--- src/rtl/core_run_ctrl.sv ---
// rtl/core_run_ctrl.sv - run-control sequencer for the single-cycle s_core datapath
module core_run_ctrl #(
    parameter int          IMEM_AW       = 8,
    parameter logic [31:0] DEFAULT_START = 32'h0000_0000,
    parameter logic [31:0] EBREAK_WORD   = 32'h0010_0073
) (
    input  logic               clk,
    input  logic               rst_n,
    input  logic               i_host_valid,
    output logic               o_host_ready,
    input  logic [2:0]         i_host_cmd,
    input  logic [31:0]        i_host_addr,
    input  logic [31:0]        i_host_data,
    input  logic [31:0]        i_inst_data,
    input  logic               i_misaligned,
    output logic               o_pc_stall,
    output logic               o_pc_writing_first_addr,
    output logic [31:0]        o_pc_instr_start_addr,
    output logic               o_imem_write_en,
    output logic               o_imem_read_en,
    output logic [IMEM_AW-1:0] o_imem_addr,
    output logic [31:0]        o_imem_data,
    output logic               o_reg_rd_ctrl,
    output logic [4:0]         o_reg_load_addr,
    output logic [31:0]        o_reg_load_data,
    output logic               o_core_commit_en,
    output logic [2:0]         o_state,
    output logic [1:0]         o_halt_cause,
    output logic [31:0]        o_retired,
    output logic               o_cmd_err
);

    localparam logic [2:0] CMD_NOP       = 3'd0;
    localparam logic [2:0] CMD_WR_IMEM   = 3'd1;
    localparam logic [2:0] CMD_WR_REG    = 3'd2;
    localparam logic [2:0] CMD_SET_START = 3'd3;
    localparam logic [2:0] CMD_RUN       = 3'd4;
    localparam logic [2:0] CMD_HALT      = 3'd5;
    localparam logic [2:0] CMD_STEP      = 3'd6;

    localparam logic [1:0] CAUSE_NONE   = 2'd0;
    localparam logic [1:0] CAUSE_HOST   = 2'd1;
    localparam logic [1:0] CAUSE_EBREAK = 2'd2;
    localparam logic [1:0] CAUSE_FAULT  = 2'd3;

    typedef enum logic [2:0] {
        ST_HALTED = 3'd0,
        ST_START  = 3'd1,
        ST_RUN    = 3'd2,
        ST_STEP   = 3'd3
    } state_t;

    state_t      state;
    state_t      target;
    logic [31:0] step_cnt;

    logic accept;
    logic running;
    logic ebreak_hit;
    logic hit;
    logic host_halt;
    logic cmd_dropped;

    assign o_host_ready = 1'b1;
    assign accept       = i_host_valid & o_host_ready;
    assign running      = (state == ST_RUN) || (state == ST_STEP);
    assign ebreak_hit   = (i_inst_data == EBREAK_WORD);
    assign hit          = ebreak_hit | i_misaligned;
    assign host_halt    = accept && (i_host_cmd == CMD_HALT);
    // Anything but NOP/HALT is only legal while halted; code 7 is never legal.
    assign cmd_dropped  = accept && (i_host_cmd != CMD_NOP) && (i_host_cmd != CMD_HALT)
                          && ((state != ST_HALTED) || (i_host_cmd == 3'd7));

    // Stall must react in the same cycle the EBREAK/fault is fetched, so it is decoded, not registered.
    assign o_pc_stall              = !running || hit;
    assign o_core_commit_en        = running && !hit;
    assign o_imem_read_en          = (state != ST_HALTED);
    assign o_pc_writing_first_addr = (state == ST_START);
    assign o_state                 = state;

    always_ff @(posedge clk) begin
        if (!rst_n) begin
            state                 <= ST_HALTED;
            target                <= ST_RUN;
            step_cnt              <= 32'd0;
            o_pc_instr_start_addr <= DEFAULT_START;
            o_halt_cause          <= CAUSE_NONE;
            o_retired             <= 32'd0;
            o_imem_write_en       <= 1'b0;
            o_imem_addr           <= '0;
            o_imem_data           <= 32'd0;
            o_reg_rd_ctrl         <= 1'b0;
            o_reg_load_addr       <= 5'd0;
            o_reg_load_data       <= 32'd0;
            o_cmd_err             <= 1'b0;
        end else begin
            o_imem_write_en <= 1'b0;
            o_reg_rd_ctrl   <= 1'b0;
            o_cmd_err       <= cmd_dropped;
            case (state)
                ST_HALTED: begin
                    if (accept) begin
                        case (i_host_cmd)
                            CMD_WR_IMEM: begin
                                o_imem_write_en <= 1'b1;
                                o_imem_addr     <= i_host_addr[IMEM_AW+1:2];
                                o_imem_data     <= i_host_data;
                            end
                            CMD_WR_REG: begin
                                o_reg_rd_ctrl   <= 1'b1;
                                o_reg_load_addr <= i_host_addr[4:0];
                                o_reg_load_data <= i_host_data;
                            end
                            CMD_SET_START: o_pc_instr_start_addr <= i_host_data;
                            CMD_HALT:      o_halt_cause <= CAUSE_HOST;
                            CMD_RUN: begin
                                state  <= ST_START;
                                target <= ST_RUN;
                            end
                            CMD_STEP: begin
                                state    <= ST_START;
                                target   <= ST_STEP;
                                step_cnt <= (i_host_data == 32'd0) ? 32'd1 : i_host_data;
                            end
                            default: ;
                        endcase
                    end
                end
                ST_START: begin
                    o_halt_cause <= CAUSE_NONE;
                    o_retired    <= 32'd0;
                    state        <= target;
                    if (host_halt) begin
                        state        <= ST_HALTED;
                        o_halt_cause <= CAUSE_HOST;
                    end
                end
                ST_RUN, ST_STEP: begin
                    if (i_misaligned) begin
                        state        <= ST_HALTED;
                        o_halt_cause <= CAUSE_FAULT;
                    end else if (ebreak_hit) begin
                        state        <= ST_HALTED;
                        o_halt_cause <= CAUSE_EBREAK;
                    end else begin
                        o_retired <= o_retired + 32'd1;
                        if (host_halt) begin
                            state        <= ST_HALTED;
                            o_halt_cause <= CAUSE_HOST;
                        end
                        if (state == ST_STEP) begin
                            step_cnt <= step_cnt - 32'd1;
                            if (step_cnt == 32'd1) begin
                                state        <= ST_HALTED;
                                o_halt_cause <= CAUSE_EBREAK;
                            end
                        end
                    end
                end
                default: state <= ST_HALTED;
            endcase
        end
    end

endmodule

--- config.mk ---
export PLATFORM = sky130hd
export DESIGN_NAME = core_run_ctrl
export DESIGN_NICKNAME = d
export VERILOG_FILES = /design/src/rtl/core_run_ctrl.sv
export SDC_FILE = /design/constraint.sdc
export NUM_CORES = 1
export LEC_CHECK = 0
export BUFFER_PORTS_ARGS = -buffer_cell sky130_fd_sc_hd__buf_2
export CORE_UTILIZATION = 49
export CTS_BUF_LIST = sky130_fd_sc_hd__clkbuf_2
export CTS_CLUSTER_SIZE = 14
export DETAILED_ROUTE_END_ITERATION = 6
export MAX_ROUTING_LAYER = met4
export PLACE_DENSITY = 0.8
export SLEW_MARGIN = 25
export SYNTH_ARGS = -nofsm -noshare
export SYNTH_HDL_FRONTEND = slang
export SYNTH_SLANG_ARGS = --single-unit
--- constraint.sdc ---
create_clock -name clk -period 6.8 [get_ports clk]
set_input_delay 1.36 -clock clk [delete_from_list [all_inputs] [get_ports clk]]
set_output_delay 1.36 -clock clk [all_outputs]
set_load 0.005 [all_outputs]
==> flow_metrics.tcl <==
set metrics [dict create \
    status "finished, final reports clean" \
    cts-htree-levels 4 \
    core.rowCount 46 \
    layout-drive-gt1-share_pct 23.1 \
    worstSetupStartpointType "input pin" \
    synth_edf_count 0 \
    netlist_instances 1076 \
    p_leak_nw 3.88 \
    finalNonFillerCells 1486 \
    cp.required_ns 5.44 \
    cts_tree "done" \
    rsz0062_at_grt "false" \
    core_area_sq_um 16100 \
    drt_first_pass_iters 5 \
    fin_crit_sh_pct 65.2 \
    area_delta_synth_final_pct 18.3 \
    synth_warnings 0 \
    reg2reg_depth 5 \
    worst_setup_hold_path_clk_slew_ns 0.31 \
    route.final.wire_length_um 24600 \
    maxClockFrequency_mhz 225 \
    drc 0 \
    commonest_non_fill_non_tap_cell_in_the_layout "nand2_1" \
    post_drt_via_cell_ratio 5.76 \
    start_util_pct 50.8 \
    cap_viol_max_count 0 \
    cp-endpoint "o_core_commit_en" \
    startpoint "i_inst_data[17]" \
    timing.max_slew.rel_slack_pct 37.2 \
    filler_cell_count 1416 \
    critical_path_class "input pin to output port" \
    synth_area_per_cell_sq_um 7.58 \
    stdcell_area_sq_um 9650 \
    placedInstanceArea_sq_um 9400 \
    worst_setup_path_end_kind "output port" \
    hold_slack_ns 0.467 \
    timing.hold.worst.class "flop to flop" \
    cts_setup_buffers 0 \
    dr.first_iter.drc_count 783 \
    place_congestion 0.871 \
    via_count_of_the_first_global_routing_pass 7487 \
    syn_area_sq_um 8160 \
    dpl.cell_count 1453 \
    synth_seq_cells 182 \
    wire_length_of_the_first_global_routing_pass_um 37900 \
    clock_sinks 182 \
    ffs_w_async_s_r_synth_pct 0 \
    grt.total_usage_pct 29.2 \
    final_max_slew_viol_count 0 \
    post_cts_resized 0 \
    numCtsBuffers 17 \
    layout.cells.most_common_list "nand2_1, buf_2, dfxtp_1, a21oi_1, o21ai_0" \
    insertion_delay_ns 0.79 \
    worstPathMaxFanout 12 \
    worstReg2RegStart "o_retired[2]" \
    syn-num-nets 1182 \
    summed_negative_setup_slack_over_all_endpoints_ns 0 \
    critPathArrivalTime_ns 3.08 \
    period_minus_slack_ns 4.44 \
    die_x_um 131 \
    netlist-cell-type-count 61 \
    utilization_pct 60.1 \
    clock_tree.root_cell "clkbuf_2" \
    p_total_mw 1.83 \
    cts_hold_repair.buffers 0 \
    fp.dieArea_sq_um 17200 \
    finClkSkew_ns 0.0273 \
    synth_seq_area_share_pct 44.7 \
    antenna_found_initial 1 \
    dp_hpwl_um 16500 \
    ctsLongestPathBuffers 2 \
    grt_start_max_net_pins 83 \
    worst_r2r_endpoint "o_retired[19]" \
    reg2reg_slack_ns 4.05 \
    timing.final.setup_violations 0 \
    yosys_most_used_dff "dfxtp_1" \
    grt-ovfl-total 0 \
    finalNetCount 1362 \
    hold_violations_final 0 \
    peakVddDrop_uv 159 \
    total_via_count_after_detailed_routing 8552 \
    route.antenna.remaining_nets 0 \
    timing.final.ws_setup_ns 2.36 \
    wire_length_per_cell_um 16.6 \
    power.density_cell_area_nw_per_um2 190 \
    pin_count 257 \
    tightestPinTransition_ns 0.938 \
    detailedPlace.worstSlack_ns 2.34 \
    die_h_um 131 \
    io_buffers 233 \
]
-- critical path, stage by stage --
cell and delay (ns):
buf_2 0.10, nor4_1 0.32, nand4_1 0.49, o21ai_0 0.31
buf_4 0.21, or2_2 0.14, inv_1 0.03, buf_2 0.12
-- report_power, final --
group / internal [mW] / switching [mW]
combinational: 0.0515 / 0.104
clock: 0.153 / 0.431
sequential: 1.08 / 0.00814
-- worst min path at each step --
stage	to	slack, ns	depth (start not counted)	startpoint
after floorplan	step_cnt[7]	0.43	2	step_cnt[7]
after global placement	o_imem_data[19]	0.43	2	o_imem_data[19]
after detailed placement	o_imem_addr[6]	0.44	2	o_imem_addr[6]
after CTS	o_imem_addr[6]	0.47	2	o_imem_addr[6]
after global routing	o_reg_load_data[3]	0.48	2	o_reg_load_data[3]
final	o_imem_data[30]	0.47	2	o_imem_data[30]
-- layout make-up --
cell class                 count  area [sq um]  share of cell area [%]
multi-input combinational    795          4170                    43.2
sequential                   182          3640                    37.8
timing repair buffer         245          1260                    13.0
tap                          216           270                    2.80
clock inverter                15           164                    1.70
clock buffer                  17          85.1                   0.882
inverter                      15          58.8                   0.609
antenna                        1          2.50                  0.0259
-- per-layer routing --
metal	wire (um)	track usage, %
met3	2040	5.90
met2	11500	44.7
met5	0	-
met4	660	10.5
met1	10400	38.0
-- state kept, by name, indices dropped and copies added, names as in the netlist, 2 cells and up --
register               flops
o_imem_data               32
o_pc_instr_start_addr     32
o_reg_load_data           32
o_retired                 32
step_cnt                  32
o_imem_addr                8
o_reg_load_addr            5
o_state                    3
o_halt_cause               2
-- cells in the mapped netlist (11+ instances only) --
cell type / number / area share, %
nor2_1: 32 / 1.5
nand2_1: 298 / 14
clkbuf_1: 79 / 3.6
nand4_1: 21 / 1.6
o31ai_1: 11 / 1.0
or3_1: 22 / 1.7
a21oi_1: 164 / 10
a21o_1: 13 / 1.2
nor4_1: 23 / 1.8
or4_1: 13 / 1.2
inv_1: 15 / 0.69
nand3_1: 21 / 1.3
a31oi_1: 12 / 0.92
dfxtp_1: 182 / 45
o21ai_0: 37 / 2.3
nor3_1: 20 / 1.2
-- cell families (layout without fill, tap and decap cells) --
family	after synthesis	count (layout)	share of synthesized area, %
AND/OR/NAND/NOR	488	488	27.6
AO/OA/AOI/OAI	290	290	21.1
other	2	3	0.0921
buffers and inverters	99	292	4.63
multiplexers	10	10	1.23
adder cells (fa/ha/maj)	3	3	0.460
XOR/XNOR	2	2	0.215
flip-flops	182	182	44.7
(Power assumes the default switching activity.)
